<file path="src/rtl/dcmac_link_ctrl.sv">
// dcmac_link_ctrl: reset/bring-up sequencer for the 2-port DCMAC + GT quad, per-port link retry
module dcmac_link_ctrl #(
  parameter int NPORT           = 2,
  parameter int RESET_CYCLES    = 256,
  parameter int RX_RESET_CYCLES = 32,
  parameter int DONE_TIMEOUT    = 1048576,
  parameter int ALIGN_TIMEOUT   = 4194304,
  parameter int BLANK_CYCLES    = 16
) (
  input  logic               clk,
  input  logic               reset,
  input  logic               restart,
  input  logic               gtpowergood,
  input  logic [NPORT-1:0]   gt_tx_reset_done,
  input  logic [NPORT-1:0]   gt_rx_reset_done,
  input  logic [NPORT-1:0]   rx_aligned,
  output logic               user_gt_reset_all,
  output logic [NPORT-1:0]   user_gt_reset_rx_datapath,
  output logic [NPORT-1:0]   link_up,
  output logic               init_done,
  output logic [1:0]         state,
  output logic [3:0]         global_retries,
  output logic [4*NPORT-1:0] port_retries
);
  localparam int TMAX_A = DONE_TIMEOUT > ALIGN_TIMEOUT ? DONE_TIMEOUT : ALIGN_TIMEOUT;
  localparam int TMAX_B = RESET_CYCLES > RX_RESET_CYCLES ? RESET_CYCLES : RX_RESET_CYCLES;
  localparam int TMAX   = TMAX_A > TMAX_B ? TMAX_A : TMAX_B;
  localparam int TW     = $clog2(TMAX) + 1;
  localparam logic [TW-1:0] T_ONE   = TW'(1);
  localparam logic [TW-1:0] T_RESET = TW'(RESET_CYCLES);
  localparam logic [TW-1:0] T_RX    = TW'(RX_RESET_CYCLES - 1);
  localparam logic [TW-1:0] T_DONE  = TW'(DONE_TIMEOUT - 1);
  localparam logic [TW-1:0] T_ALIGN = TW'(ALIGN_TIMEOUT - 1);
  localparam logic [TW-1:0] T_BLANK = TW'(BLANK_CYCLES);

  typedef enum logic [1:0] {WAIT_PGOOD = 2'd0, RESET_ALL = 2'd1, WAIT_DONE = 2'd2, RUN = 2'd3} top_t;
  typedef enum logic [2:0] {P_IDLE, P_WAIT_ALIGN, P_RX_RESET, P_WAIT_RDONE, P_UP} port_t;

  top_t            st;
  logic [TW-1:0]   tmr;
  logic [1:0]      pg_q;
  logic [NPORT-1:0] al_q, aligned_s;
  logic            pgood_s, pg_drop, do_restart, run_en;

  assign pgood_s    = pg_q[1];
  assign pg_drop    = !pgood_s && st != WAIT_PGOOD;
  assign do_restart = restart && !pg_drop;
  assign run_en     = st == RUN && !pg_drop && !do_restart;
  assign state      = st;

  // two-flop synchronizers for the asynchronous power-good and alignment inputs
  always_ff @(posedge clk or posedge reset) begin
    if (reset) begin
      pg_q      <= '0;
      al_q      <= '0;
      aligned_s <= '0;
    end else begin
      pg_q      <= {pg_q[0], gtpowergood};
      al_q      <= rx_aligned;
      aligned_s <= al_q;
    end
  end

  // top FSM: power-good loss beats restart, restart beats normal sequencing
  always_ff @(posedge clk or posedge reset) begin
    if (reset) begin
      st                <= WAIT_PGOOD;
      tmr               <= '0;
      user_gt_reset_all <= 1'b1;
      init_done         <= 1'b0;
      global_retries    <= '0;
    end else if (pg_drop) begin
      st                <= WAIT_PGOOD;
      user_gt_reset_all <= 1'b1;
      init_done         <= 1'b0;
    end else if (restart) begin
      st                <= RESET_ALL;
      tmr               <= T_RESET;
      user_gt_reset_all <= 1'b1;
      init_done         <= 1'b0;
      global_retries    <= '0;
    end else begin
      case (st)
        WAIT_PGOOD: if (pgood_s) begin
          st  <= RESET_ALL;
          tmr <= T_RESET;
        end
        RESET_ALL: if (tmr == T_ONE) begin
          st                <= WAIT_DONE;
          tmr               <= '0;
          user_gt_reset_all <= 1'b0;
        end else tmr <= tmr - T_ONE;
        WAIT_DONE: if (tmr >= T_BLANK && &gt_tx_reset_done && &gt_rx_reset_done) begin
          st        <= RUN;
          init_done <= 1'b1;
        end else if (tmr == T_DONE) begin
          st                <= RESET_ALL;
          tmr               <= T_RESET;
          user_gt_reset_all <= 1'b1;
          global_retries    <= global_retries + {3'd0, global_retries != 4'hf};
        end else tmr <= tmr + T_ONE;
        default: ;
      endcase
    end
  end

  for (genvar p = 0; p < NPORT; p++) begin : g_port
    port_t         ps;
    logic [TW-1:0] pt;
    logic [3:0]    pr;
    logic          lu, rr;

    assign link_up[p]                   = lu;
    assign user_gt_reset_rx_datapath[p] = rr;
    assign port_retries[4*p +: 4]       = pr;

    // per-port FSM: held idle outside RUN, retries rx datapath reset until aligned
    always_ff @(posedge clk or posedge reset) begin
      if (reset) begin
        ps <= P_IDLE;
        pt <= '0;
        pr <= '0;
        lu <= 1'b0;
        rr <= 1'b0;
      end else if (!run_en) begin
        ps <= P_IDLE;
        lu <= 1'b0;
        rr <= 1'b0;
        if (do_restart) pr <= '0;
      end else begin
        case (ps)
          P_IDLE: begin
            ps <= P_WAIT_ALIGN;
            pt <= '0;
          end
          P_WAIT_ALIGN: if (aligned_s[p]) begin
            ps <= P_UP;
            lu <= 1'b1;
          end else if (pt == T_ALIGN) begin
            ps <= P_RX_RESET;
            pt <= '0;
            rr <= 1'b1;
            pr <= pr + {3'd0, pr != 4'hf};
          end else pt <= pt + T_ONE;
          P_RX_RESET: if (pt == T_RX) begin
            ps <= P_WAIT_RDONE;
            pt <= '0;
            rr <= 1'b0;
          end else pt <= pt + T_ONE;
          P_WAIT_RDONE: if (pt >= T_BLANK && gt_rx_reset_done[p]) begin
            ps <= P_WAIT_ALIGN;
            pt <= '0;
          end else if (pt == T_DONE) begin
            ps <= P_RX_RESET;
            pt <= '0;
            rr <= 1'b1;
            pr <= pr + {3'd0, pr != 4'hf};
          end else pt <= pt + T_ONE;
          P_UP: if (!gt_rx_reset_done[p]) begin
            ps <= P_WAIT_RDONE;
            pt <= '0;
            lu <= 1'b0;
          end else if (!aligned_s[p]) begin
            ps <= P_WAIT_ALIGN;
            pt <= '0;
            lu <= 1'b0;
          end
          default: ps <= P_IDLE;
        endcase
      end
    end
  end
endmodule

</file>
<file path="config.mk">
export PLATFORM = sky130hd
export DESIGN_NAME = dcmac_link_ctrl
export DESIGN_NICKNAME = d
export VERILOG_FILES = /design/src/rtl/dcmac_link_ctrl.sv
export SDC_FILE = /design/constraint.sdc
export NUM_CORES = 1
export LEC_CHECK = 0
export CORE_UTILIZATION = 57
export CTS_BUF_LIST = sky130_fd_sc_hd__clkbuf_16
export CTS_CLUSTER_SIZE = 25
export DETAILED_ROUTE_END_ITERATION = 8
export PLACE_DENSITY = 0.79
export SYNTH_ARGS = -nofsm -noshare
export SYNTH_HDL_FRONTEND = slang
export SYNTH_SLANG_ARGS = --single-unit
export TNS_END_PERCENT = 20
</file>
<file path="constraint.sdc">
create_clock -name clk -period 4.51 [get_ports clk]
set_clock_uncertainty 0.2 [all_clocks]
set_input_delay 0.6765 -clock clk [delete_from_list [all_inputs] [get_ports clk]]
set_output_delay 0.6765 -clock clk [all_outputs]
set_load 0.05 [all_outputs]
</file>
Word-level counts from Yosys, hierarchy flattened
Cells that the tools add are included.
{"block": "word_totals", "output_inout_bits": 20, "regBits": 101, "wordCells": 227, "inputBits": 10}
{"block": "op_classes", "n_reduce_logical": 42, "eq_ne": 58, "n_lt_le_gt_ge": 3, "bitwise": 1, "addsub": 7, "muxes": 98}
{"operator": "$mux 23", "count": 19}
{"operator": "$pmux 23 s5", "count": 2}
{"operator": "$add 23x1->23 const B", "count": 3}
{"operator": "$eq 23x20->1 const B", "count": 3}
{"operator": "$ge 23x5->1 const B", "count": 3}
{"operator": "$pmux 23 s3", "count": 1}
{"operator": "$mux 4", "count": 15}
{"operator": "$ne 4x4->1 const B", "count": 13}
{"operator": "$mux 3", "count": 16}
{"operator": "$ne 3x3->1 const B", "count": 16}
{"operator": "$eq 23x22->1 const B", "count": 2}
{"operator": "$eq 23x5->1 const B", "count": 2}
{"operator": "$reduce_and 4->1", "count": 8}
{"operator": "$pmux 3 s5", "count": 2}
{"operator": "$mux 1", "count": 29}
{"operator": "$reduce_and 6->1", "count": 4}
{"operator": "$eq 23x1->1 const B", "count": 1}
{"operator": "$sub 23x1->23 const B", "count": 1}
{"operator": "$pmux 4 s2", "count": 2}
{"operator": "$reduce_bool 5->1", "count": 3}
{"operator": "$add 4x1->4", "count": 3}
{"operator": "$eq 3x2->1 const B", "count": 4}
{"operator": "$mux 2", "count": 6}
{"operator": "$ne 3x1->1 const B", "count": 4}
{"operator": "other kinds (20)", "count": 47}

Depth between registers and ports, before layout
Gate-level depths: netlist of the first run.
{"block": "logic_depth", "ltp_word": 8, "depth_mapped": 10, "depth_no_buf": 8}

Least setup slack after synthesis of the first run
Ideal clock, no wire load.
{"block": "synth_timing", "kind": "reg-to-reg", "startpoint": "reg st[0], in the netlist state[0]", "endpoint": "reg g_port[1].pt[15]", "n_path_buf": 2, "setup_slack_ns": 1.685, "t_required_ns": 4.189, "setup_ns": 0.121, "path_stages_with_launch": 11, "synth_period_minus_slack_ns": 2.825, "arrival_time_ns": 2.504, "path_cell_list": "dfrtp_1 inv_1 ha_1 clkbuf_1 o21ai_0 nor2_1 clkbuf_1 o2111ai_1 nor4_1 xnor2_1 nor2_1"}
{"block": "synth_between", "elab_chain_cells": 7, "word_cells_on_any_way": 9, "classes_between": "1 x eq/ne; 8 x reduce/logical"}
{"element": "start: declaration", "line": "39", "text": "top_t st;"}
{"element": "start signal: assignment", "line": "67", "text": "st <= WAIT_PGOOD;"}
{"element": "start signal: assignment", "line": "73", "text": "st <= WAIT_PGOOD;"}
{"element": "start signal: assignment", "line": "77", "text": "st <= RESET_ALL;"}
{"element": "$reduce_bool 2->1", "line": "46", "text": "assign pg_drop = !pgood_s && st != WAIT_PGOOD;"}
{"element": "$logic_and 1x1->1", "line": "46"}
{"element": "$logic_not 1->1", "line": "47, 48"}
{"element": "$logic_and 1x1->1", "line": "47", "text": "assign do_restart = restart && !pg_drop;"}
{"element": "$logic_not 1->1", "line": "48", "text": "assign run_en = st == RUN && !pg_drop && !do_restart;"}
{"element": "$logic_and 1x1->1 (*)", "line": "48"}
{"element": "$reduce_and 4->1 (no line) (*)"}
{"element": "end signal: assignment", "line": "144", "text": "end else pt <= pt + T_ONE;"}
{"element": "end signal: assignment", "line": "149", "text": "end else pt <= pt + T_ONE;"}
{"element": "end signal: assignment", "line": "158", "text": "end else pt <= pt + T_ONE;"}
{"element": "end: declaration", "line": "109", "text": "logic [TW-1:0] pt;"}
Every way passes the cells marked *; elsewhere a longest branch is shown, timed or not.
A chain may end at the register's enable or synchronous reset.

Worst setup path in the final report of the first run
{"block": "layout_timing", "startpoint": "reg g_port[0].ps[0]", "endpoint": "reg g_port[0].pt[17]"}
{"block": "layout_between", "elab_chain_cells": 3, "word_cells_on_any_way": 10, "classes_between": "6 x eq/ne; 1 x mux; 3 x reduce/logical"}
{"element": "start: declaration", "line": "108", "text": "port_t ps;"}
{"element": "start signal: assignment", "line": "120", "text": "ps <= P_IDLE;"}
{"element": "start signal: assignment", "line": "126", "text": "ps <= P_IDLE;"}
{"element": "start signal: assignment", "line": "133", "text": "ps <= P_WAIT_ALIGN;"}
{"element": "$eq 3x3->1, or another cell as far along", "line": "131", "text": "case (ps)"}
{"element": "$ne 3x3->1 (no line), or another cell as far along"}
{"element": "$reduce_and 4->1 (no line)"}
{"element": "end signal: assignment", "line": "144"}
{"element": "end signal: assignment", "line": "149"}
{"element": "end signal: assignment", "line": "158"}
{"element": "end: declaration", "line": "109"}
Parallel ways exist; a longest one is shown, timed or not.

==> report_table.html, run 1 <==
<table>
<tr><th>Metric</th><th>Value</th></tr>
<tr><th colspan="2">Cells and area</th></tr>
<tr><td>Leading cell type in the layout, fill and taps excluded</td><td>sky130_fd_sc_hd__dfrtp_1</td></tr>
<tr><td>Highest-count cells in the layout ignoring fill and taps</td><td>100 x sky130_fd_sc_hd__dfrtp_1, 74 x sky130_fd_sc_hd__nand2_1, 66 x sky130_fd_sc_hd__nor2_1, 50 x sky130_fd_sc_hd__nand3_1, 44 x sky130_fd_sc_hd__o21ai_0</td></tr>
<tr><td>Diodes inserted</td><td>0</td></tr>
<tr><td>Final instance count without filler cells</td><td>973</td></tr>
<tr><td>Net count, final</td><td>855</td></tr>
<tr><td>Fraction of layout cells with a size suffix above 1</td><td>0.0639</td></tr>
<tr><td>Layout area overhead</td><td>8.54%</td></tr>
<tr><th colspan="2">Worst setup path</th></tr>
<tr><td>Critical Path Sink Type</td><td>register</td></tr>
<tr><td>CP startpoint kind</td><td>register</td></tr>
<tr><td>Maximum cell stage delay along the critical path</td><td>0.74 ns</td></tr>
<tr><td>Data required time of the worst path</td><td>4.60 ns</td></tr>
<tr><td>Maximum fanout along the worst path</td><td>16</td></tr>
<tr><td>Cell with the largest stage delay on the worst path</td><td>sky130_fd_sc_hd__o211ai_1</td></tr>
<tr><td>Endpoint arrival time on the critical path</td><td>3.41 ns</td></tr>
<tr><td>Start-to-end type of the worst setup path</td><td>register to register</td></tr>
<tr><td>Cells traversed along the worst timing path</td><td>nor2b_1, and2_1, o21ai_1, buf_4, o211ai_1, buf_4, nor2b_1, a22o_1</td></tr>
<tr><th colspan="2">Clock tree</th></tr>
<tr><td>Hold-fix buffer count after cts</td><td>0</td></tr>
<tr><td>Number of buffers created by CTS</td><td>9</td></tr>
<tr><td>Clock sink count</td><td>101</td></tr>
<tr><td>CTS max path bufs</td><td>2</td></tr>
<tr><td>Clock-pin slew on the worst setup and hold paths</td><td>0.07 ns</td></tr>
<tr><td>Post-cts sizing count</td><td>0</td></tr>
<tr><td>CTS tree</td><td>done</td></tr>
<tr><td>Total setup buffers inserted after CTS</td><td>0</td></tr>
<tr><td>CTS root buffer</td><td>sky130_fd_sc_hd__clkbuf_16</td></tr>
<tr><td>H-tree depth reported by CTS</td><td>3</td></tr>
<tr><td>Clk_lat worst skew</td><td>0.36 ns</td></tr>
<tr><th colspan="2">Placed design</th></tr>
<tr><td>Number of placed cells counting well taps</td><td>957</td></tr>
<tr><td>Hpwl dp</td><td>11800 um</td></tr>
<tr><td>Final weighted congestion in routability-driven placement</td><td>0.911</td></tr>
<tr><td>Input/output buffers</td><td>29</td></tr>
<tr><th colspan="2">STA</th></tr>
<tr><td>Hold Slack</td><td>0.155 ns</td></tr>
<tr><td>Tightest Pin Transition</td><td>0.926 ns</td></tr>
<tr><td>Final hold violations</td><td>0</td></tr>
<tr><td>Max Clk Rate</td><td>301 MHz</td></tr>
<tr><td>RSZ-0062 raised after global routing</td><td>no</td></tr>
<tr><td># setup viols final</td><td>0</td></tr>
<tr><td>Post-route clock period utilization</td><td>0.736</td></tr>
<tr><td>Shortest period the worst path allows</td><td>3.32 ns</td></tr>
<tr><td>Final-report max-slew violation count</td><td>0</td></tr>
<tr><td>Worst rel slew slack</td><td>0.380</td></tr>
<tr><td>Setup Total Neg Slack</td><td>0 ns</td></tr>
<tr><th colspan="2">Power and ir drop</th></tr>
<tr><td>Clock share of power</td><td>0.228</td></tr>
<tr><td>IR drop worst, VDD</td><td>343 uV</td></tr>
<tr><td>Leakage power summed over all cells</td><td>0.00299 uW</td></tr>
<tr><td>Fraction of power consumed by sequential logic</td><td>0.386</td></tr>
<tr><td>Switching share of power</td><td>0.423</td></tr>
<tr><td>Portion of total power attributed to combinational logic</td><td>0.386</td></tr>
<tr><td>Switching power summed over all nets</td><td>1380 uW</td></tr>
<tr><td>Cell Pwr Density</td><td>437 nW/um^2</td></tr>
<tr><td>Internal power consumption</td><td>1880 uW</td></tr>
<tr><th colspan="2">Synthesis</th></tr>
<tr><td>Multiplexer share of the synthesized area</td><td>0.0111</td></tr>
<tr><td>Number of distinct standard cells referenced by the synthesized netlist</td><td>70</td></tr>
<tr><td>Combinational family with the most area after synthesis</td><td>simple AND/OR/NAND/NOR gates</td></tr>
<tr><td>Cell taking the most area after synthesis</td><td>sky130_fd_sc_hd__dfrtp_1</td></tr>
<tr><td>Fraction of the mapped netlist area in compound gates</td><td>0.218</td></tr>
<tr><td>Synth Instances</td><td>828</td></tr>
<tr><td>Synth Area per Inst</td><td>8.31 um^2</td></tr>
<tr><td>Number of nets produced by synthesis</td><td>858</td></tr>
<tr><td>Synth Area in Simple Gates</td><td>0.272</td></tr>
<tr><td>Total of flip-flops plus latches after synthesis</td><td>101</td></tr>
<tr><td>Synthesized-area fraction occupied by adder cells</td><td>0.0364</td></tr>
<tr><td>Area of the mapped netlist</td><td>6880 um^2</td></tr>
<tr><td>Async set-or-reset flop fraction in the synthesized netlist</td><td>1.00</td></tr>
<tr><td>Yosys top cell area share</td><td>0.364</td></tr>
<tr><td>EDFF count, synth</td><td>0</td></tr>
<tr><td>XOR/XNOR share of the synthesized area</td><td>0.0382</td></tr>
<tr><td>Warnings, synthesis</td><td>0</td></tr>
<tr><td>Main area contributors after synthesis</td><td>sky130_fd_sc_hd__dfrtp_1 36%, sky130_fd_sc_hd__nand2_1 4.0%, sky130_fd_sc_hd__ha_1 3.6%, sky130_fd_sc_hd__nand3_1 3.6%, sky130_fd_sc_hd__nor2_1 3.6%</td></tr>
<tr><td>Sequential cell area fraction in the yosys report</td><td>0.367</td></tr>
<tr><td>Most instantiated flip-flop cell in the synthesis netlist</td><td>sky130_fd_sc_hd__dfrtp_1</td></tr>
<tr><th colspan="2">Outcome</th></tr>
<tr><td>Violations in the final reports</td><td>DRC</td></tr>
<tr><td>Result of the run</td><td>complete, but fails checks</td></tr>
<tr><th colspan="2">Detailed routing</th></tr>
<tr><td>Number of vias after detailed routing</td><td>6512</td></tr>
<tr><td>Iter 0 DRT Violations</td><td>707</td></tr>
<tr><td>Remaining design rule violation count</td><td>3</td></tr>
<tr><td>Total iterations of the first detailed-routing run</td><td>8</td></tr>
<tr><td>Final antenna-violating net count</td><td>0</td></tr>
<tr><td>Detail-routed via count per cell</td><td>6.69</td></tr>
<tr><td>Final WL</td><td>17200 um</td></tr>
<tr><td>Detailed-route wire length per cell</td><td>17.7 um</td></tr>
<tr><th colspan="2">Global routing</th></tr>
<tr><td>Global-route wire length before repair</td><td>28800 um</td></tr>
<tr><td>Met1 global-route usage</td><td>0.376</td></tr>
<tr><td>GRT Residual Overflow</td><td>0</td></tr>
<tr><td>Routing usage on met3</td><td>0.0452</td></tr>
<tr><td>Pin count of the biggest net entering global routing</td><td>57</td></tr>
<tr><td>GRT Util Overall</td><td>0.281</td></tr>
<tr><td>Antenna violations before repair</td><td>0</td></tr>
<tr><td>Most used routing layer</td><td>met2</td></tr>
<tr><td>Global Route met2 Usage</td><td>0.463</td></tr>
<tr><td>Vias in the first global route</td><td>5987</td></tr>
<tr><th colspan="2">Floorplanning</th></tr>
<tr><td>Floorplan row count</td><td>39</td></tr>
<tr><td>Die Span X</td><td>112 um</td></tr>
<tr><td>I/O pin cnt</td><td>30</td></tr>
<tr><td>Placeable core region</td><td>11600 um^2</td></tr>
<tr><td>Overall die height</td><td>112 um</td></tr>
<tr><td>Starting utilization of the core area</td><td>0.593</td></tr>
<tr><td>Die Area</td><td>12500 um^2</td></tr>
<tr><th colspan="2">Hold path</th></tr>
<tr><td>Type of the most critical hold path</td><td>register to register</td></tr>
<tr><th colspan="2">Flow run</th></tr>
<tr><td>Max_cap viols</td><td>0</td></tr>
</table>
==> metrics by stage <==
stage | area (um^2) | util | total power (uW) | worst slack, ns
6_report | 7470 | 0.643 | 3260 | 1.19
2_1_floorplan | 6880 | - | 2170 | 0.988
3_5_place_dp | 7200 | 0.620 | 2500 | 1.04
3_3_place_gp | 7200 | 0.620 | 2440 | 1.20
4_1_cts | 7470 | 0.643 | 3240 | 1.25
5_1_grt | 7470 | 0.643 | 3440 | 0.917
==> path summary, 6_finish.rpt <==
check	from	to	slack, ns	depth (start not counted)
min in group asynchronous	reset	tmr[13]$_DFFE_PP0P_	0.59	2
worst min register to register	al_q[0]$_DFF_PP0_	aligned_s[0]$_DFF_PP0_	0.15	0
worst max-delay path	g_port[0].ps[0]$_DFFE_PP0P_	g_port[0].pt[17]$_DFFE_PP0P_	1.19	8
max in group asynchronous	reset	g_port[0].pt[16]$_DFFE_PP0P_	2.72	3
worst max register to register	g_port[0].ps[0]$_DFFE_PP0P_	g_port[0].pt[17]$_DFFE_PP0P_	1.19	8
worst min-delay path	al_q[0]$_DFF_PP0_	aligned_s[0]$_DFF_PP0_	0.15	0
==> final cells by class <==
cell class,count,area [um^2]
fill,958,4140
multi-input combinational,632,3960
sequential,101,2530
timing repair buffer,40,373
clock buffer,9,225
tap,143,179
inverter,41,156
clock inverter,7,48.8
==> sequential cells by signal (all words and copies together), names as in the netlist <==
name / count
init_done: 1
aligned_s: 2
g_port.rr: 2
g_port.ps: 6
state: 2
g_port.pr: 8
tmr: 23
pg_q: 2
g_port.lu: 2
user_gt_reset_all: 1
al_q: 2
global_retries: 4
g_port.pt: 46
==> synthesized netlist by cell type (all sizes together) (4+ instances only) <==
cell type	n
and2	7
nand4	29
inv	41
xnor2	22
nor3	32
nand2	75
o21a	8
or3	10
a31oi	8
a21oi	38
and4	10
and3	10
or2	5
o211ai	7
clkbuf	32
a21o	12
nor4	22
xor2	8
ha	20
a22o	21
o31ai	10
a22oi	5
nor2b	7
o22ai	25
nand2b	11
or4	10
nor3b	5
nor2	66
o21ai	51
o41ai	4
nand3	50
dfrtp	100
buf	22
==> power groups by stage <==
| stage | Sequential [uW] | Clock [uW] | Combinational (uW) |
|---|---|---|---|
| 2_1_floorplan | 1200 | 0 | 973 |
| 3_3_place_gp | 1260 | 0 | 1180 |
| 3_5_place_dp | 1260 | 0 | 1230 |
| 4_1_cts | 1250 | 751 | 1240 |
| 5_1_grt | 1280 | 784 | 1370 |
| 6_report | 1260 | 742 | 1260 |
==> metal layers <==
metal / vias to the layer above / wire [um]
met2: 278 / 8150
met5: - / 0
met3: 28 / 980
met4: 0 / 246
met1: 3151 / 7810
li1: 3055 / -
==> cells by family (layout without fill, tap and decap cells) <==
group           Yosys count  in the layout
xor+xnor                 30             30
mux                       6              6
simple gates            355            355
fa+ha+maj                20             20
flops                   101            101
buf+inv                  95             97
compound gates          221            221
==> critical path: cells and delay by family, from the launching register on <==
kind	cells	cell delay, ns
flip-flops	1	0.53
AO/OA/AOI/OAI	3	1.01
AND/OR/NAND/NOR	3	0.99
buffers and inverters	2	0.53
Power figures use the tool's default switching activity.
==> run 2, diff against run 1 <==
- clock period: 4.51 -> 3.5 ns (I/O delays scaled with it)
==> report_table.html, run 2 (synthesis results as in run 1) <==
<table>
<tr><th>Metric</th><th>Value</th></tr>
<tr><th colspan="2">Floorplanning</th></tr>
<tr><td>Placeable core region</td><td>11600 um^2</td></tr>
<tr><td>Starting utilization of the core area</td><td>0.593</td></tr>
<tr><td>I/O pin cnt</td><td>30</td></tr>
<tr><td>Overall die height</td><td>112 um</td></tr>
<tr><td>Floorplan row count</td><td>39</td></tr>
<tr><td>Die Area</td><td>12500 um^2</td></tr>
<tr><td>Die Span X</td><td>112 um</td></tr>
<tr><th colspan="2">Worst setup path</th></tr>
<tr><td>CP startpoint kind</td><td>register</td></tr>
<tr><td>Reg-to-reg setup timing slack</td><td>0.35 ns</td></tr>
<tr><td>Start-to-end type of the worst setup path</td><td>register to register</td></tr>
<tr><td>Critical Path Sink Type</td><td>register</td></tr>
<tr><td>Endpoint of the worst register-to-register path</td><td>tmr[13]$_DFFE_PP0P_</td></tr>
<tr><td>Endpoint arrival time on the critical path</td><td>3.21 ns</td></tr>
<tr><td>Critical Path Start</td><td>tmr[12]$_DFFE_PP0P_</td></tr>
<tr><td>Reg-to-Reg Start</td><td>tmr[12]$_DFFE_PP0P_</td></tr>
<tr><td>Maximum fanout along the worst path</td><td>10</td></tr>
<tr><td>FF-to-FF path depth</td><td>6</td></tr>
<tr><td>Data required time of the worst path</td><td>3.55 ns</td></tr>
<tr><th colspan="2">Global routing</th></tr>
<tr><td>GRT Util Overall</td><td>0.288</td></tr>
<tr><td>Pin count of the biggest net entering global routing</td><td>51</td></tr>
<tr><td>Vias in the first global route</td><td>6051</td></tr>
<tr><td>Global-route wire length before repair</td><td>29400 um</td></tr>
<tr><td>Antenna violations before repair</td><td>0</td></tr>
<tr><td>GRT Residual Overflow</td><td>0</td></tr>
<tr><th colspan="2">Clock tree</th></tr>
<tr><td>Clock sink count</td><td>101</td></tr>
<tr><td>Total setup buffers inserted after CTS</td><td>0</td></tr>
<tr><td>CTS tree</td><td>done</td></tr>
<tr><td>Number of buffers created by CTS</td><td>9</td></tr>
<tr><td>Hold-fix buffer count after cts</td><td>0</td></tr>
<tr><td>CTS root buffer</td><td>sky130_fd_sc_hd__clkbuf_16</td></tr>
<tr><td>H-tree depth reported by CTS</td><td>3</td></tr>
<tr><td>Post-cts sizing count</td><td>0</td></tr>
<tr><td>CTS max path bufs</td><td>2</td></tr>
<tr><td>Clk_lat worst skew</td><td>0.36 ns</td></tr>
<tr><td>Clock-pin slew on the worst setup and hold paths</td><td>0.07 ns</td></tr>
<tr><th colspan="2">Placed design</th></tr>
<tr><td>Final weighted congestion in routability-driven placement</td><td>0.968</td></tr>
<tr><td>Hpwl dp</td><td>11900 um</td></tr>
<tr><td>Post-placement setup slack</td><td>0.296 ns</td></tr>
<tr><td>Input/output buffers</td><td>29</td></tr>
<tr><th colspan="2">STA</th></tr>
<tr><td>Final hold violations</td><td>0</td></tr>
<tr><td>Worst rel slew slack</td><td>0.309</td></tr>
<tr><td>Shortest period the worst path allows</td><td>3.15 ns</td></tr>
<tr><td>Tightest Pin Transition</td><td>1.03 ns</td></tr>
<tr><td># setup viols final</td><td>0</td></tr>
<tr><td>Post-route clock period utilization</td><td>0.901</td></tr>
<tr><td>Max Clk Rate</td><td>317 MHz</td></tr>
<tr><td>Final WS setup</td><td>0.348 ns</td></tr>
<tr><td>RSZ-0062 raised after global routing</td><td>no</td></tr>
<tr><td>Final-report max-slew violation count</td><td>0</td></tr>
<tr><td>Setup Total Neg Slack</td><td>0 ns</td></tr>
<tr><th colspan="2">Hold path</th></tr>
<tr><td>Worst hold start</td><td>al_q[1]$_DFF_PP0_</td></tr>
<tr><td>Number of stages on the worst hold path</td><td>0</td></tr>
<tr><td>Endpoint with the worst hold slack</td><td>aligned_s[1]$_DFF_PP0_</td></tr>
<tr><td>Type of the most critical hold path</td><td>register to register</td></tr>
<tr><th colspan="2">Power and ir drop</th></tr>
<tr><td>Cell Pwr Density</td><td>562 nW/um^2</td></tr>
<tr><td>IR drop worst, VDD</td><td>468 uV</td></tr>
<tr><td>Overall Power</td><td>4250 uW</td></tr>
<tr><td>Leakage power summed over all cells</td><td>0.00304 uW</td></tr>
<tr><th colspan="2">Cells and area</th></tr>
<tr><td>Layout area overhead</td><td>9.83%</td></tr>
<tr><td>Leading cell type in the layout, fill and taps excluded</td><td>sky130_fd_sc_hd__dfrtp_1</td></tr>
<tr><td>Largest register FFs</td><td>46</td></tr>
<tr><td>Diodes inserted</td><td>0</td></tr>
<tr><td>Fraction of layout cells with a size suffix above 1</td><td>0.0738</td></tr>
<tr><td>Leading registers by flop count</td><td>g_port.pt: 46 flops, tmr: 23 flops, g_port.pr: 8 flops</td></tr>
<tr><td>Register with the highest flop count</td><td>g_port.pt</td></tr>
<tr><td>Net count, final</td><td>865</td></tr>
<tr><td>Highest-count cells in the layout ignoring fill and taps</td><td>100 x sky130_fd_sc_hd__dfrtp_1, 74 x sky130_fd_sc_hd__nand2_1, 66 x sky130_fd_sc_hd__nor2_1, 50 x sky130_fd_sc_hd__nand3_1, 44 x sky130_fd_sc_hd__o21ai_0</td></tr>
<tr><td>Fraction of the core area covered by cells at the end of the flow</td><td>0.651</td></tr>
<tr><th colspan="2">Detailed routing</th></tr>
<tr><td>Number of vias after detailed routing</td><td>6522</td></tr>
<tr><td>Iter 0 DRT Violations</td><td>827</td></tr>
<tr><td>Final antenna-violating net count</td><td>0</td></tr>
<tr><td>Total iterations of the first detailed-routing run</td><td>8</td></tr>
<tr><td>Final WL</td><td>17200 um</td></tr>
<tr><td>Detail-routed via count per cell</td><td>6.63</td></tr>
<tr><td>Detailed-route wire length per cell</td><td>17.4 um</td></tr>
<tr><td>Remaining design rule violation count</td><td>3</td></tr>
<tr><th colspan="2">Flow run</th></tr>
<tr><td>Max_cap viols</td><td>0</td></tr>
<tr><th colspan="2">Outcome</th></tr>
<tr><td>Violations in the final reports</td><td>DRC</td></tr>
<tr><td>Result of the run</td><td>complete, but fails checks</td></tr>
</table>
==> run 2: cell count changes in the layout (fill, tap and decap cells not counted) <==
cell	previous run	this run
sky130_fd_sc_hd__buf_12	0	1
sky130_fd_sc_hd__buf_4	11	20
sky130_fd_sc_hd__clkinv_1	0	1
sky130_fd_sc_hd__clkinv_2	3	1
sky130_fd_sc_hd__clkinv_4	0	1
sky130_fd_sc_hd__clkinvlp_4	1	2
sky130_fd_sc_hd__inv_6	3	2
==> run 2: cell type report <==
class / count / area, um^2
Sequential cell: 101 / 2530
Clock inverter: 7 / 50.0
Clock buffer: 9 / 225
Fill cell: 993 / 4050
Tap cell: 143 / 179
Timing Repair Buffer: 50 / 460
Inverter: 41 / 156
Multi-Input combinational cell: 632 / 3960
==> run 2: critical path, cell delays in order, from the launching register on <==
cell,delay (ns)
sky130_fd_sc_hd__dfrtp_1,0.47
sky130_fd_sc_hd__nor4_2,0.47
sky130_fd_sc_hd__and3_1,0.33
sky130_fd_sc_hd__a311oi_1,0.19
sky130_fd_sc_hd__o21ai_1,0.86
sky130_fd_sc_hd__o21ai_0,0.24
sky130_fd_sc_hd__a22o_1,0.28
==> run 2: worst max path at each step <==
| stage | slack [ns] | to | depth (start not counted) |
|---|---|---|---|
| after floorplan | 0.13 | al_q[0]$_DFF_PP0_ | 1 |
| after global placement | 0.48 | tmr[9]$_DFFE_PP0P_ | 7 |
| after detailed placement | 0.30 | tmr[16]$_DFFE_PP0P_ | 7 |
| after CTS | 0.41 | global_retries[3]$_DFFE_PP0P_ | 7 |
| after global routing | 0.13 | tmr[13]$_DFFE_PP0P_ | 7 |
| final | 0.35 | tmr[13]$_DFFE_PP0P_ | 6 |
==> run 2: where the power goes <==
part / leakage, uW / total, uW / internal (uW) / switching, uW
clock network: 0.000130 / 957 / 485 / 472
logic: 0.00156 / 1670 / 654 / 1020
registers: 0.00135 / 1620 / 1330 / 294
==> run 2: metrics by stage <==
step                      std cells  cell area [um^2]  hold slack [ns]
final                           983              7560            0.156
after global routing            983              7560            0.168
after CTS                       983              7560            0.157
after detailed placement        967              7290            0.140
after global placement          967              7290            0.132
after floorplan                 828              6880            0.131
==> run 2: per-layer routing <==
| layer | global-route usage | vias to the layer above | wire length [um] |
|---|---|---|---|
| li1 | - | 3077 | - |
| met1 | 0.395 | 3170 | 7560 |
| met2 | 0.461 | 252 | 8160 |
| met3 | 0.0599 | 23 | 1200 |
| met4 | 0.0784 | 0 | 226 |
| met5 | 0 | - | 0 |
==> run 3, diff against run 2 <==
- ABC_AREA: not set -> 1
- GPL_TIMING_DRIVEN: not set -> 0
- PLACE_DENSITY: 0.79 -> 0.78
==> report_table.html, run 3 <==
<table>
<tr><th>Metric</th><th>Value</th></tr>
<tr><th colspan="2">Synthesis</th></tr>
<tr><td>Total of flip-flops plus latches after synthesis</td><td>101</td></tr>
<tr><td>Synth Instances</td><td>1209</td></tr>
<tr><td>Cell taking the most area after synthesis</td><td>sky130_fd_sc_hd__dfrtp_1</td></tr>
<tr><td>Yosys top cell area share</td><td>0.316</td></tr>
<tr><td>EDFF count, synth</td><td>0</td></tr>
<tr><td>Most instantiated flip-flop cell in the synthesis netlist</td><td>sky130_fd_sc_hd__dfrtp_1</td></tr>
<tr><td>Sequential cell area fraction in the yosys report</td><td>0.319</td></tr>
<tr><td>Async set-or-reset flop fraction in the synthesized netlist</td><td>1.00</td></tr>
<tr><td>Area of the mapped netlist</td><td>7930 um^2</td></tr>
<tr><td>Leading cell types by count after synthesis</td><td>375 x sky130_fd_sc_hd__nand2_1, 163 x sky130_fd_sc_hd__nor2_1, 141 x sky130_fd_sc_hd__inv_1</td></tr>
<tr><td>Number of distinct standard cells referenced by the synthesized netlist</td><td>42</td></tr>
<tr><td>Main area contributors after synthesis</td><td>sky130_fd_sc_hd__dfrtp_1 32%, sky130_fd_sc_hd__nand2_1 18%, sky130_fd_sc_hd__nand3_1 8.0%, sky130_fd_sc_hd__nor2_1 7.7%, sky130_fd_sc_hd__inv_1 6.7%</td></tr>
<tr><td>Number of nets produced by synthesis</td><td>1239</td></tr>
<tr><td>Warnings, synthesis</td><td>0</td></tr>
<tr><td>Synth Area per Inst</td><td>6.56 um^2</td></tr>
<tr><td>Cell with the most instances after synthesis</td><td>sky130_fd_sc_hd__nand2_1</td></tr>
<tr><th colspan="2">Power and ir drop</th></tr>
<tr><td>Internal power consumption</td><td>2780 uW</td></tr>
<tr><td>Switching power summed over all nets</td><td>2260 uW</td></tr>
<tr><td>IR drop worst, VDD</td><td>365 uV</td></tr>
<tr><td>Leakage power summed over all cells</td><td>0.00451 uW</td></tr>
<tr><td>Clock share of power</td><td>0.215</td></tr>
<tr><td>Overall Power</td><td>5040 uW</td></tr>
<tr><td>Cell Pwr Density</td><td>574 nW/um^2</td></tr>
<tr><td>Switching share of power</td><td>0.449</td></tr>
<tr><td>Portion of total power attributed to combinational logic</td><td>0.467</td></tr>
<tr><td>Fraction of power consumed by sequential logic</td><td>0.318</td></tr>
<tr><th colspan="2">Global routing</th></tr>
<tr><td>Global-route wire length before repair</td><td>32300 um</td></tr>
<tr><td>Antenna violations before repair</td><td>0</td></tr>
<tr><td>Vias in the first global route</td><td>6890</td></tr>
<tr><td>GRT Util Overall</td><td>0.277</td></tr>
<tr><td>GRT Residual Overflow</td><td>0</td></tr>
<tr><td>Pin count of the biggest net entering global routing</td><td>56</td></tr>
<tr><th colspan="2">Cells and area</th></tr>
<tr><td>Leading cell type in the layout, fill and taps excluded</td><td>sky130_fd_sc_hd__nand2_1</td></tr>
<tr><td>Register with the highest flop count</td><td>g_port.pt</td></tr>
<tr><td>Leading registers by flop count</td><td>g_port.pt: 46 flops, tmr: 23 flops, g_port.pr: 8 flops</td></tr>
<tr><td>Diodes inserted</td><td>0</td></tr>
<tr><td>Layout area overhead</td><td>10.8%</td></tr>
<tr><td>Highest-count cells in the layout ignoring fill and taps</td><td>375 x sky130_fd_sc_hd__nand2_1, 163 x sky130_fd_sc_hd__nor2_1, 140 x sky130_fd_sc_hd__inv_1, 126 x sky130_fd_sc_hd__nand3_1, 100 x sky130_fd_sc_hd__dfrtp_1</td></tr>
<tr><td>Largest register FFs</td><td>46</td></tr>
<tr><td>Filler cell count in the final layout</td><td>1212</td></tr>
<tr><td>Fraction of layout cells with a size suffix above 1</td><td>0.0988</td></tr>
<tr><td>Net count, final</td><td>1280</td></tr>
<tr><th colspan="2">STA</th></tr>
<tr><td>RSZ-0062 raised after global routing</td><td>no</td></tr>
<tr><td>Setup Total Neg Slack</td><td>0 ns</td></tr>
<tr><td>Max Clk Rate</td><td>405 MHz</td></tr>
<tr><td># setup viols final</td><td>0</td></tr>
<tr><td>Shortest period the worst path allows</td><td>2.47 ns</td></tr>
<tr><td>Final-report max-slew violation count</td><td>0</td></tr>
<tr><td>Final WS setup</td><td>1.03 ns</td></tr>
<tr><td>Post-route clock period utilization</td><td>0.705</td></tr>
<tr><td>Final hold violations</td><td>0</td></tr>
<tr><td>Worst rel slew slack</td><td>0.583</td></tr>
<tr><td>Tightest Pin Transition</td><td>0.625 ns</td></tr>
<tr><th colspan="2">Worst setup path</th></tr>
<tr><td>Maximum fanout along the worst path</td><td>10</td></tr>
<tr><td>Maximum cell stage delay along the critical path</td><td>0.62 ns</td></tr>
<tr><td>CP startpoint kind</td><td>input port</td></tr>
<tr><td>Reg-to-Reg Start</td><td>state[0]$_DFFE_PP0P_</td></tr>
<tr><td>Critical Path Sink Type</td><td>register</td></tr>
<tr><td>Data required time of the worst path</td><td>3.54 ns</td></tr>
<tr><td>Most frequent CP cell</td><td>sky130_fd_sc_hd__nand2_1</td></tr>
<tr><td>Endpoint of the worst register-to-register path</td><td>g_port[0].pr[0]$_DFFE_PP0P_</td></tr>
<tr><td>Cells traversed along the worst timing path</td><td>clkdlybuf4s50_1, nand3_1, nor2_1, nand4_2, nand3_2, clkinv_2, buf_6, nand2_1, nand2_1</td></tr>
<tr><td>FF-to-FF path depth</td><td>12</td></tr>
<tr><td>Start-to-end type of the worst setup path</td><td>input port to register</td></tr>
<tr><td>Cell with the largest stage delay on the worst path</td><td>sky130_fd_sc_hd__clkdlybuf4s50_1</td></tr>
<tr><td>Reg-to-reg setup timing slack</td><td>1.06 ns</td></tr>
<tr><td>Critical path destination</td><td>tmr[11]$_DFFE_PP0P_</td></tr>
<tr><td>Endpoint arrival time on the critical path</td><td>2.51 ns</td></tr>
<tr><td>Critical Path Start</td><td>gt_rx_reset_done[1]</td></tr>
<tr><th colspan="2">Detailed routing</th></tr>
<tr><td>Detail-routed via count per cell</td><td>5.35</td></tr>
<tr><td>Final WL</td><td>19000 um</td></tr>
<tr><td>Final antenna-violating net count</td><td>0</td></tr>
<tr><td>Remaining design rule violation count</td><td>0</td></tr>
<tr><td>Number of vias after detailed routing</td><td>7656</td></tr>
<tr><td>Iter 0 DRT Violations</td><td>528</td></tr>
<tr><td>Detailed-route wire length per cell</td><td>13.3 um</td></tr>
<tr><td>Total iterations of the first detailed-routing run</td><td>5</td></tr>
<tr><th colspan="2">Clock tree</th></tr>
<tr><td>Clk_lat worst skew</td><td>0.35 ns</td></tr>
<tr><td>Clock sink count</td><td>101</td></tr>
<tr><td>CTS root buffer</td><td>sky130_fd_sc_hd__clkbuf_16</td></tr>
<tr><td>Total setup buffers inserted after CTS</td><td>0</td></tr>
<tr><td>Number of buffers created by CTS</td><td>9</td></tr>
<tr><td>CTS max path bufs</td><td>2</td></tr>
<tr><td>Hold-fix buffer count after cts</td><td>0</td></tr>
<tr><td>CTS tree</td><td>done</td></tr>
<tr><td>Post-cts sizing count</td><td>0</td></tr>
<tr><td>H-tree depth reported by CTS</td><td>3</td></tr>
<tr><td>Clock-pin slew on the worst setup and hold paths</td><td>0.07 ns</td></tr>
<tr><th colspan="2">Placed design</th></tr>
<tr><td>Post-placement setup slack</td><td>0.728 ns</td></tr>
<tr><td>Final weighted congestion in routability-driven placement</td><td>0.906</td></tr>
<tr><td>Input/output buffers</td><td>29</td></tr>
<tr><td>Hpwl dp</td><td>14200 um</td></tr>
<tr><th colspan="2">Floorplanning</th></tr>
<tr><td>Die Area</td><td>14400 um^2</td></tr>
<tr><td>Floorplan row count</td><td>42</td></tr>
<tr><td>I/O pin cnt</td><td>30</td></tr>
<tr><td>Overall die height</td><td>120 um</td></tr>
<tr><td>Die Span X</td><td>120 um</td></tr>
<tr><td>Starting utilization of the core area</td><td>0.592</td></tr>
<tr><td>Placeable core region</td><td>13400 um^2</td></tr>
<tr><th colspan="2">Hold path</th></tr>
<tr><td>Type of the most critical hold path</td><td>register to register</td></tr>
<tr><th colspan="2">Flow run</th></tr>
<tr><td>Max_cap viols</td><td>0</td></tr>
<tr><th colspan="2">Outcome</th></tr>
<tr><td>Result of the run</td><td>finished, final reports clean</td></tr>
</table>
[run 3: changes by cell type in the layout (fill, tap and decap cells not counted), sizes merged, moves of 22 or more]
cell,delta
nand2,+318
nor2,+120
inv,+109
nand3,+89
a21oi,-23
o22ai,-22
[run 3: power by group through the flow]
stage / Clock, uW / Sequential [uW] / Combinational [uW]
after floorplan: 0 / 1680 / 1690
final: 1080 / 1600 / 2360
after global placement: 0 / 1610 / 2280
after CTS: 1110 / 1590 / 2340
after detailed placement: 0 / 1610 / 2320
after global routing: 1150 / 1630 / 2640
[run 3: per-stage QoR]
step | utilization | std cells | area, um^2 | hold WS [ns]
after floorplan | - | 1209 | 7930 | 0.131
after detailed placement | 0.632 | 1415 | 8470 | 0.138
final | 0.656 | 1431 | 8790 | 0.153
after CTS | 0.656 | 1431 | 8790 | 0.155
after global routing | 0.656 | 1431 | 8790 | 0.171
after global placement | 0.630 | 1414 | 8440 | 0.133
[run 3: logic make-up after synthesis]
kind of cell	share of synthesized area
compound gates	0.0558
buf+inv	0.103
fa+ha+maj	0.0316
xor+xnor	0.0342
flops	0.319
simple gates	0.456
[run 3: layer usage]
| metal | wire length, um | part of all wire | up-vias | GRT usage |
|---|---|---|---|---|
| li1 | - | - | 3910 | - |
| met1 | 8950 | 0.47 | 3462 | 0.386 |
| met2 | 8520 | 0.45 | 253 | 0.435 |
| met3 | 1160 | 0.061 | 31 | 0.0513 |
| met4 | 401 | 0.021 | 0 | 0.0875 |
| met5 | 0 | 0 | - | 0 |
[run 3: worst min path at each step]
stage / endpoint / cells past startpoint / slack (ns) / start
after global placement: aligned_s[0]$_DFF_PP0_ / 0 / 0.13 / al_q[0]$_DFF_PP0_
after CTS: pg_q[1]$_DFF_PP0_ / 0 / 0.15 / pg_q[0]$_DFF_PP0_
after global routing: pg_q[1]$_DFF_PP0_ / 0 / 0.17 / pg_q[0]$_DFF_PP0_
final: pg_q[1]$_DFF_PP0_ / 0 / 0.15 / pg_q[0]$_DFF_PP0_
after detailed placement: pg_q[1]$_DFF_PP0_ / 0 / 0.14 / pg_q[0]$_DFF_PP0_
after floorplan: aligned_s[0]$_DFF_PP0_ / 0 / 0.13 / al_q[0]$_DFF_PP0_
[run 3: worst max-delay path: cells and delay by family]
kind | cells | cell delay, ns
buf+inv | 3 | 1.05
simple gates | 6 | 0.93
[run 3: area by class of cell]
| cell class | count | area (um^2) | area share |
|---|---|---|---|
| Buffer | 33 | 243 | 0.0276 |
| Clock buffer | 9 | 225 | 0.0256 |
| Clock inverter | 7 | 88.8 | 0.0101 |
| Inverter | 153 | 579 | 0.0659 |
| Multi-Input combinational cell | 922 | 4580 | 0.522 |
| Sequential cell | 101 | 2530 | 0.288 |
| Tap cell | 176 | 220 | 0.0251 |
| Timing Repair Buffer | 30 | 318 | 0.0362 |
